File: config.mk
export PLATFORM = sky130hd
export DESIGN_NAME = bus6502_wr
export DESIGN_NICKNAME = d
export VERILOG_FILES = /design/src/rtl/bus6502_pkg.sv /design/src/rtl/bus6502_wr_fifo.sv /design/src/rtl/bus6502_wr.sv
export SDC_FILE = /design/constraint.sdc
export NUM_CORES = 1
export LEC_CHECK = 0
export ABC_AREA = 1
export CORE_AREA = 2 2 170 106
export DETAILED_ROUTE_END_ITERATION = 10
export DIE_AREA = 0 0 172 108
export DONT_BUFFER_PORTS = 1
export GPL_TIMING_DRIVEN = 0
export MAX_ROUTING_LAYER = met4
export SYNTH_ARGS = -nofsm -noshare
export SYNTH_HDL_FRONTEND = slang
export SYNTH_SLANG_ARGS = --single-unit
File: constraint.sdc
create_clock -name clk -period 6.4 [get_ports clk]
set_input_delay 1.28 -clock clk [delete_from_list [all_inputs] [get_ports clk]]
set_output_delay 1.28 -clock clk [all_outputs]
set_load 0.01 [all_outputs]
File: src/rtl/bus6502_pkg.sv
// bus6502_pkg: shared FSM states, FIFO entry type and constants for the 6502 write bridge
package bus6502_pkg;
   typedef enum logic [1:0] {C_IDLE, C_ACTIVE, C_WAIT} cap_state_e;
   typedef enum logic {D_IDLE, D_HOLD} drn_state_e;
   typedef struct packed {
      logic [14:0] addr;
      logic [7:0]  data;
   } wr_entry_t;
   localparam logic [7:0] BANK_DEFAULT = 8'd1;
   localparam int PROTECT_BIT = 14;
endpackage

File: src/rtl/bus6502_wr_fifo.sv
// bus6502_wr_fifo: synchronous FIFO; a push into a full FIFO is accepted only alongside a pop
module bus6502_wr_fifo #(
   parameter int DEPTH = 4,
   parameter int W = 23,
   localparam int AW = $clog2(DEPTH)
) (
   input  logic          clk,
   input  logic          rst,
   input  logic          push_i,
   input  logic [W-1:0]  wdata_i,
   output logic          accept_o,
   input  logic          pop_i,
   output logic [W-1:0]  rdata_o,
   output logic          empty_o,
   output logic [AW:0]   level_o
);
   logic [W-1:0]  mem_q [DEPTH];
   logic [AW-1:0] wr_ptr_q, rd_ptr_q;
   logic [AW:0]   cnt_q;
   logic          do_pop, full;
   assign do_pop   = pop_i && !empty_o;
   assign full     = cnt_q == (AW+1)'(DEPTH);
   assign accept_o = push_i && (!full || do_pop);
   assign empty_o  = cnt_q == '0;
   assign level_o  = cnt_q;
   assign rdata_o  = mem_q[rd_ptr_q];
   always_ff @(posedge clk or negedge rst)
      if (!rst) begin
         wr_ptr_q <= '0;
         rd_ptr_q <= '0;
         cnt_q    <= '0;
      end else begin
         if (accept_o) wr_ptr_q <= wr_ptr_q + 1'b1;
         if (do_pop) rd_ptr_q <= rd_ptr_q + 1'b1;
         cnt_q <= cnt_q + (AW+1)'(accept_o) - (AW+1)'(do_pop);
      end
   always_ff @(posedge clk)
      if (accept_o) mem_q[wr_ptr_q] <= wdata_i;
endmodule

File: src/rtl/bus6502_wr.sv
// bus6502_wr: posts 6502 write cycles into a FIFO and drains them to SDRAM as byte writes.
// BUS6502_WR_PROTECT_EN discards writes to the $C000-$FFFF program region and adds prot_hit.
module bus6502_wr
   import bus6502_pkg::*;
#(
   parameter int         FIFO_DEPTH  = 4,
   parameter int         SYNC_STAGES = 2,
   parameter logic [7:0] BANK        = BANK_DEFAULT,
   localparam int        LW          = $clog2(FIFO_DEPTH) + 1
) (
   input  logic          clk,
   input  logic          rst,
   input  logic [7:0]    c6502_data,
   input  logic [14:0]   c6502_addr,
   input  logic          c6502_rw,
   input  logic          c6502_cs,
   output logic [22:0]   ram_addr,
   output logic [7:0]    data_in,
   output logic          ram_rw,
   output logic          in_valid,
   input  logic          busy,
   input  logic          grant,
   output logic          wr_pending,
   output logic [LW-1:0] fifo_level,
   output logic          ovf,
`ifdef BUS6502_WR_PROTECT_EN
   output logic          prot_hit,
`endif
   input  logic          clr_ovf
);
   localparam logic [24:0] SYNC_IDLE = {2'b11, 23'b0};
   logic [24:0] sync_q [SYNC_STAGES];
   logic        cs_s, rw_s;
   wr_entry_t   s_entry, hold_q, head;
   cap_state_e  cap_q;
   drn_state_e  drn_q;
   logic        push_req, blocked, push, accept, issue, empty;
   // All bus signals share one sync chain so each sample is coherent
   always_ff @(posedge clk or negedge rst)
      if (!rst) begin
         for (int i = 0; i < SYNC_STAGES; i++) sync_q[i] <= SYNC_IDLE;
      end else begin
         sync_q[0] <= {c6502_cs, c6502_rw, c6502_addr, c6502_data};
         for (int i = 1; i < SYNC_STAGES; i++) sync_q[i] <= sync_q[i-1];
      end
   assign {cs_s, rw_s, s_entry} = sync_q[SYNC_STAGES-1];
   assign push_req = cap_q == C_ACTIVE && cs_s;
`ifdef BUS6502_WR_PROTECT_EN
   assign blocked = hold_q.addr[PROTECT_BIT];
`else
   assign blocked = 1'b0;
`endif
   assign push = push_req && !blocked;
   always_ff @(posedge clk or negedge rst)
      if (!rst) begin
         cap_q  <= C_IDLE;
         hold_q <= '0;
      end else begin
         case (cap_q)
            C_IDLE: if (!cs_s && !rw_s) begin
               cap_q  <= C_ACTIVE;
               hold_q <= s_entry;
            end
            C_ACTIVE:
               if (cs_s) cap_q <= C_IDLE;
               else if (rw_s) cap_q <= C_WAIT;
               else hold_q <= s_entry;
            default: if (cs_s) cap_q <= C_IDLE;
         endcase
      end
   bus6502_wr_fifo #(.DEPTH(FIFO_DEPTH), .W($bits(wr_entry_t))) u_fifo (
      .clk      (clk),
      .rst      (rst),
      .push_i   (push),
      .wdata_i  (hold_q),
      .accept_o (accept),
      .pop_i    (issue),
      .rdata_o  (head),
      .empty_o  (empty),
      .level_o  (fifo_level)
   );
   assign wr_pending = !empty;
   always_ff @(posedge clk or negedge rst)
      if (!rst) ovf <= 1'b0;
      else if (push && !accept) ovf <= 1'b1;
      else if (clr_ovf) ovf <= 1'b0;
`ifdef BUS6502_WR_PROTECT_EN
   always_ff @(posedge clk or negedge rst)
      if (!rst) prot_hit <= 1'b0;
      else if (push_req && blocked) prot_hit <= 1'b1;
      else if (clr_ovf) prot_hit <= 1'b0;
`endif
   // D_HOLD gives the controller one cycle to raise busy before the next issue
   assign issue = drn_q == D_IDLE && !empty && grant && !busy;
   always_ff @(posedge clk or negedge rst)
      if (!rst) begin
         drn_q    <= D_IDLE;
         ram_addr <= '0;
         data_in  <= '0;
         ram_rw   <= 1'b0;
         in_valid <= 1'b0;
      end else begin
         in_valid <= issue;
         drn_q    <= issue ? D_HOLD : D_IDLE;
         if (issue) begin
            ram_addr <= {BANK, head.addr};
            data_in  <= head.data;
            ram_rw   <= 1'b1;
         end
      end
endmodule

==> results of run 1 <==
[sequential cells by signal (all words and copies together), names as in the netlist, 2 cells and up]
register,flops
u_fifo.level_o,3
u_fifo.rd_ptr_q,2
ram_addr,16
u_fifo.wr_ptr_q,2
data_in,8
sync_q,25
cap_q,2
hold_q,23
s_entry,23
u_fifo.mem_q,92
[worst reg2reg max path, stage by stage (launching register included)]
cell     delay, ns
dfrtp_1       0.45
inv_1         0.12
nand3_1       0.23
inv_1         0.13
nor2_4        0.22
buf_4         0.23
ha_1          0.25
inv_1         0.06
ha_1          0.13
inv_1         0.05
fa_1          0.37
xnor2_1       0.18
xor2_1        0.17
[final cells by class]
type | count | area share [%]
flip-flops and latches | 200 | 64.1
multi-input cells | 375 | 19.3
clock buffers | 17 | 4.98
well taps | 234 | 3.43
inverters | 63 | 2.77
plain buffers | 33 | 2.16
clock inverters | 15 | 2.14
repair buffers | 4 | 1.14
[Yosys cell counts (2+ instances only)]
master / n
nand2_1: 222
dfrtp_1: 104
edfxtp_1: 92
inv_1: 61
nor2_1: 55
nand3_1: 51
buf_2: 14
buf_4: 11
or2_0: 10
or2_2: 8
clkbuf_1: 7
ha_1: 6
or2_1: 6
dfstp_2: 4
o21ai_0: 3
xnor2_1: 2
[cells in the final DEF (no fill, tap or decap), types with 2 or more instances in the layout]
master / n
nor2_1: 51
dfrtp_1: 104
clkbuf_1: 7
clkbuf_16: 17
buf_2: 14
inv_1: 61
or2_1: 6
dfstp_2: 4
nand2_1: 222
buf_4: 11
or2_0: 10
xnor2_1: 2
buf_16: 3
edfxtp_1: 92
conb_1: 7
inv_6: 5
nand3_1: 51
o21ai_0: 3
ha_1: 6
nor2_2: 5
or2_2: 8
clkinv_8: 7
[report_power, final]
group / switching, mW / leakage [nW] / internal (mW) / total, mW
Clock: 0.530 / 0.294 / 0.530 / 1.06
Sequential: 0.152 / 2.13 / 1.52 / 1.68
Combinational: 0.437 / 1.45 / 0.237 / 0.674
[layer usage]
layer  part of all wire, %  vias to the layer above  GRT usage (%)  wire [µm]
met5                     0                        -              -          0
met3                   7.3                        7           3.37       1030
met4                  0.64                        0           5.34         91
met1                    47                     2066           23.7       6720
li1                      -                     2131              -          -
met2                    45                      114           26.4       6340
[kinds of logic (layout without fill, tap and decap cells)]
kind of cell               Yosys count  count (layout)  share of synthesized area, %
DFF                                200             200                          72.9
xor gates and xnor gates             3               3                         0.350
and+or+nand+nor                    355             355                          19.6
AOI/OAI and AO/OA                    3               3                         0.200
adders and majority gates            7               7                          1.27
buffers and inverters               96             132                          5.60
other                                1               7                        0.0500
[worst max-delay path by stage]
stage,to,slack (ns),cells past startpoint
2_1_floorplan,u_fifo.mem_q[0][0]$_DFFE_PP_,3.18,5
3_3_place_gp,u_fifo.mem_q[2][17]$_DFFE_PP_,2.25,5
3_5_place_dp,u_fifo.level_o[2]$_DFF_PN0_,3.00,11
4_1_cts,u_fifo.level_o[2]$_DFF_PN0_,3.46,11
5_1_grt,u_fifo.level_o[2]$_DFF_PN0_,3.28,11
6_report,u_fifo.level_o[2]$_DFF_PN0_,3.46,11
==> run metrics, run 1 <==
outcome completed; post-detail-place hpwl 9.58 mm; vias in the first global route 4411; crit share post-route 45.9%; Layout Skew 0.0163 ns; Resized cells post-CTS 0; Die Span X 172 µm; CP startpoint kind input port; Yosys cell types 25; Post-CTS Hold Buffers 0; final WL 14.2 mm; GP Congestion 0.753; CP Cell Sequence nor2_1 -> nand2_1 -> nor2_4 -> buf_4 -> ha_1 -> inv_1 -> ha_1 -> inv_1 -> fa_1 -> xnor2_1 -> xor2_1; Final min period 2.94 ns; number of endpoints failing setup at the final stage 0; Crit Path Max Fanout 10; worst slew pin tran 0.797 ns; post-synthesis register bit count 200; f_max 0.341 GHz; Die ar. 0.0186 mm²; later-pin clock latency in the skew report 0.43 ns; CP delay by family, top adder cells; root buffer cell clkbuf_16; htree depth 4; final core occ 50.6%; Design Power 3.41 mW; Die Y 108 µm; standard-cell rows 37; DRT iter0 DRCs 242; top_reg_cell synth dfrtp_1; crit path DAT 3.28 ns; Reg2Reg Depth 12; hold_sp sync_q[45]$_DFF_PN0_; WHS Path Cells 0; Core Region 0.0169 mm²; R2R Setup Slk 3.74 ns; asr flop ratio synth 54.0%; post-synthesis sequential area ratio 72.9%; Bufs and invs on worst path 3; # DRC 0; worst hold slack 0.351 ns; Setup Buffers After CTS 0; crit end category register; MaxCap Viol Count 0; Syn-to-layout area delta 13.7%; count of synthesis-stage warnings from yosys 0; P_leak 3.88 nW; Layout Cells excl Fill 941; # diodes 0; worst setup margin 3.46 ns; Hold Path Sink s_entry[20]$_DFF_PN0_; initial antenna violation count 0; PortBufs 0; Slew Limit Fails 0; Synth Cell Area 0.00750 mm²; clock sink count 200; max incr delay on CP 0.37 ns; clock transition at the registers of the reported paths 0.08 ns; fillers 1522; placed cell count 909; required time of the critical path 6.75 ns; Nets 731; worst reg2reg endpoint u_fifo.level_o[2]$_DFF_PN0_; Reg-to-Reg Start u_fifo.level_o[1]$_DFF_PN0_; area leader, netlist edfxtp_1; Area contributors post-synth edfxtp_1 (37%), dfrtp_1 (35%), nand2_1 (11%); multi-input logic area 0.00165 mm²; vias per cell 4.59; pwr dens 400 mW/mm²; routed length per placed instance 15.1 µm; largest net degree at the start of global routing 109; remaining antenna violation count after routing 0; Syn Inst Count 665; Congestion Overflow GR 0; Synth top area share 36.8%; first-pass iteration count of the detailed router 4; mean instance size in the synthesized netlist 11.3 µm²; TritonCTS buffer count 17; setup total negative slack 0 ns; Post-DP Area 0.00793 mm²; slowest CP cell fa_1; Post-synth EDFFs 92; sequential cell area 0.00547 mm²; CP Launch Point busy; DR vias 4318; RSZ-0062 raised after global routing no; dpl ws 3.00 ns; GRT Overall Usage 17.3%; count of final hold-check violations 0; CTS tree done; io pins 68; HP Class register to register; initial core utilization 44.5%; layout cells sized above 1 11.6%; Slew headroom 46.8%; first-pass GRT wire length 23.0 mm; cell area after layout 0.00853 mm²; crit path kind input port to register; worst vdd ir 0.213 mV; Bufs on Longest Clock Path 2
Power figures use the tool's default switching activity.
==> run 2, diff against run 1 <==
ABC_AREA = 0   (was 1)
CORE_AREA = 2 2 166 103   (was 2 2 170 106)
DIE_AREA = 0 0 168 105   (was 0 0 172 108)
clock period = 2.7 ns   (was 6.4 ns; I/O delays follow)
==> run 2 against run 1 <==
The flow now finishes with violations (negative hold slack). Clock skew shrank 0.0046 ns. Sequential power is 140% higher. Wire length decreased by 23%. Highest routed layer unchanged.
==> run metrics, run 2 <==
outcome complete, but fails checks; failing checks negative hold slack; pwr dens 987 mW/mm²; PortBufs 0; CTS tree done; initial antenna violation count 0; standard-cell rows 36; Bufs on Longest Clock Path 2; Design Power 7.85 mW; worst reg2reg endpoint u_fifo.level_o[2]$_DFF_PN0_; MaxCap Viol Count 0; R2R Setup Slk 0.18 ns; top flop regs u_fifo.mem_q x92, sync_q x25; GR peak layer met2; Reg-to-Reg Start drn_q$_DFF_PN0_; post-synthesis simple-gate area fraction 1.77%; mean instance size in the synthesized netlist 21.4 µm²; GR Layer Usage met1 18.4%; Nets 395; most flop-heavy register u_fifo.mem_q; Pint 5.75 mW; final core occ 49.8%; XOR/XNOR share of the synthesized area 0.618%; worst slew pin tran 0.737 ns; # diodes 0; HP Class input port to async pin; Core Region 0.0160 mm²; count leader, synth dfrtp_1; io pins 68; vias in the first global route 2943; later-pin clock latency in the skew report 0.43 ns; DR vias 2806; Area contributors post-synth edfxtp_1 (39%), dfrtp_1 (37%), mux4_2 (7.3%); count of synthesis-stage warnings from yosys 0; Net Switching 2.11 mW; first-pass GRT wire length 17.3 mm; Compound-Gate Fraction of Synth Area 0.530%; crit path kind register to register; initial core utilization 44.3%; largest family of logic cells by synthesized area multiplexers; routed length per placed instance 18.9 µm; required time of the critical path 3.00 ns; max incr delay on CP 0.42 ns; clock power share 31.2%; first-pass iteration count of the detailed router 4; max FFs per register 92; clock sink count 200; vias per cell 4.84; most frequent cells in the layout dfrtp_1 (104), edfxtp_1 (92), mux2_2 (24), mux4_2 (23), mux2_4 (18); Die Y 105 µm; crit end category register; CP startpoint kind register; crit path DAT 2.82 ns; cell area after layout 0.00796 mm²; Bufs and invs on worst path 4; P_leak 3.05 nW; worst setup margin 0.182 ns; mux cell area share after synthesis 15.7%; Crit Path Max Fanout 10; post-synthesis register bit count 200; clock transition at the registers of the reported paths 0.07 ns; commonest non-fill, non-tap cell in the layout dfrtp_1; multi-input logic area 0.00145 mm²; layout cells sized above 1 34.5%; Slew headroom 50.9%; top_reg_cell synth dfrtp_1; # DRC 0; remaining antenna violation count after routing 0; Synth Area in Adders 1.34%; count of final hold-check violations 104; Layout Skew 0.0117 ns; Syn-to-layout area delta 12.3%; Sw Share 26.8%; area leader, netlist edfxtp_1; CP Launch Point drn_q$_DFF_PN0_; Reg2Reg Depth 11; crit share post-route 93.2%; worst vdd ir 0.380 mV; Die ar. 0.0176 mm²; post-synthesis sequential area ratio 77.2%; Die Span X 168 µm; CP Cell Sequence or3b_1 -> buf_6 -> nor2_8 -> buf_12 -> ha_1 -> inv_1 -> ha_1 -> inv_1 -> fa_1 -> xnor2_1 -> xnor2_1; Final min period 2.52 ns; GRT Overall Usage 14.0%; GP Congestion 0.682; Syn Inst Count 331; met3 GRT Util 4.89%; Synth Cell Area 0.00709 mm²; slowest CP cell dfrtp_1; Congestion Overflow GR 0; Logic pwr share 16.9%; htree depth 4; Slew Limit Fails 0; number of endpoints failing setup at the final stage 0; asr flop ratio synth 54.0%; register share of total power 51.9%; post-detail-place hpwl 6.34 mm; final WL 11.0 mm; RSZ-0062 raised after global routing no; root buffer cell clkbuf_16; dpl ws -0.180 ns; worst hold slack -0.193 ns; TritonCTS buffer count 17; f_max 0.397 GHz; fillers 1256; CP delay by family, top adder cells; largest net degree at the start of global routing 109; Yosys cell types 31; setup total negative slack 0 ns; sequential cell area 0.00547 mm²; most frequent cells after synthesis dfrtp_1 (104), edfxtp_1 (92), mux2_2 (24); Post-synth EDFFs 92; Post-DP Area 0.00737 mm²; Synth top area share 39.0%; DRT iter0 DRCs 167; met2 GRT Util 20.2%
## run 2: through the flow
step | hold WS (ns) | cells
finish | -0.193 | 580
detailed placement | 0.248 | 546
global route | -0.214 | 580
global placement | 0.247 | 546
floorplan | 0.244 | 337
CTS | -0.215 | 578
## run 2: worst register-to-register path: stages (launching register included)
cell	delay (ns)
dfrtp_1	0.42
or3b_1	0.40
buf_6	0.15
nor2_8	0.14
buf_12	0.16
ha_1	0.23
inv_1	0.05
ha_1	0.14
inv_1	0.05
fa_1	0.37
xnor2_1	0.15
xnor2_1	0.14
## run 2: worst max path at each step
stage / endpoint / cells after the start
finish: u_fifo.level_o[2]$_DFF_PN0_ / 11
global placement: u_fifo.mem_q[2][4]$_DFFE_PP_ / 4
global route: u_fifo.level_o[2]$_DFF_PN0_ / 11
CTS: u_fifo.level_o[2]$_DFF_PN0_ / 11
detailed placement: u_fifo.mem_q[0][4]$_DFFE_PP_ / 4
floorplan: u_fifo.level_o[2]$_DFF_PN0_ / 11
## run 2: per-layer routing
| layer | up-vias | wire length (µm) |
|---|---|---|
| li1 | 1259 | - |
| met1 | 1477 | 5130 |
| met2 | 57 | 5100 |
| met3 | 13 | 643 |
| met4 | 0 | 112 |
| met5 | - | 0 |
## run 2: what timing repair did
item,CTS,global route
buffers inserted,0,2
gates resized for setup,4,0
setup endpoints to repair,92,1
endpoints found under the hold margin,108,108
gates cloned,0,0
pin swaps,0,1
## run 2: cell families (layout without fill, tap and decap cells)
| logic type | Yosys count | after routing |
|---|---|---|
| flip-flops | 200 | 200 |
| multiplexers | 70 | 70 |
| buffers and inverters | 27 | 61 |
| AND/OR/NAND/NOR | 17 | 17 |
| adder cells (fa/ha/maj) | 7 | 7 |
| XOR/XNOR | 5 | 5 |
| AO/OA/AOI/OAI | 4 | 4 |
| other | 1 | 7 |
## run 2: area by class of cell
| class | count | area share, % |
|---|---|---|
| Inverter | 8 | 0.377 |
| Tap cell | 209 | 3.29 |
| Multi-Input combinational cell | 110 | 18.2 |
| Clock buffer | 17 | 5.35 |
| Sequential cell | 200 | 68.7 |
| Clock inverter | 15 | 1.78 |
| Timing Repair Buffer | 2 | 0.189 |
| Buffer | 19 | 2.11 |
## run 2: power groups by stage
stage / clock [mW] / combinational (mW) / sequential (mW)
global placement: 0 / 1.32 / 4.13
floorplan: 0 / 1.12 / 4.03
finish: 2.45 / 1.33 / 4.08
global route: 2.62 / 1.47 / 4.15
CTS: 2.51 / 1.36 / 4.09
detailed placement: 0 / 1.35 / 4.15
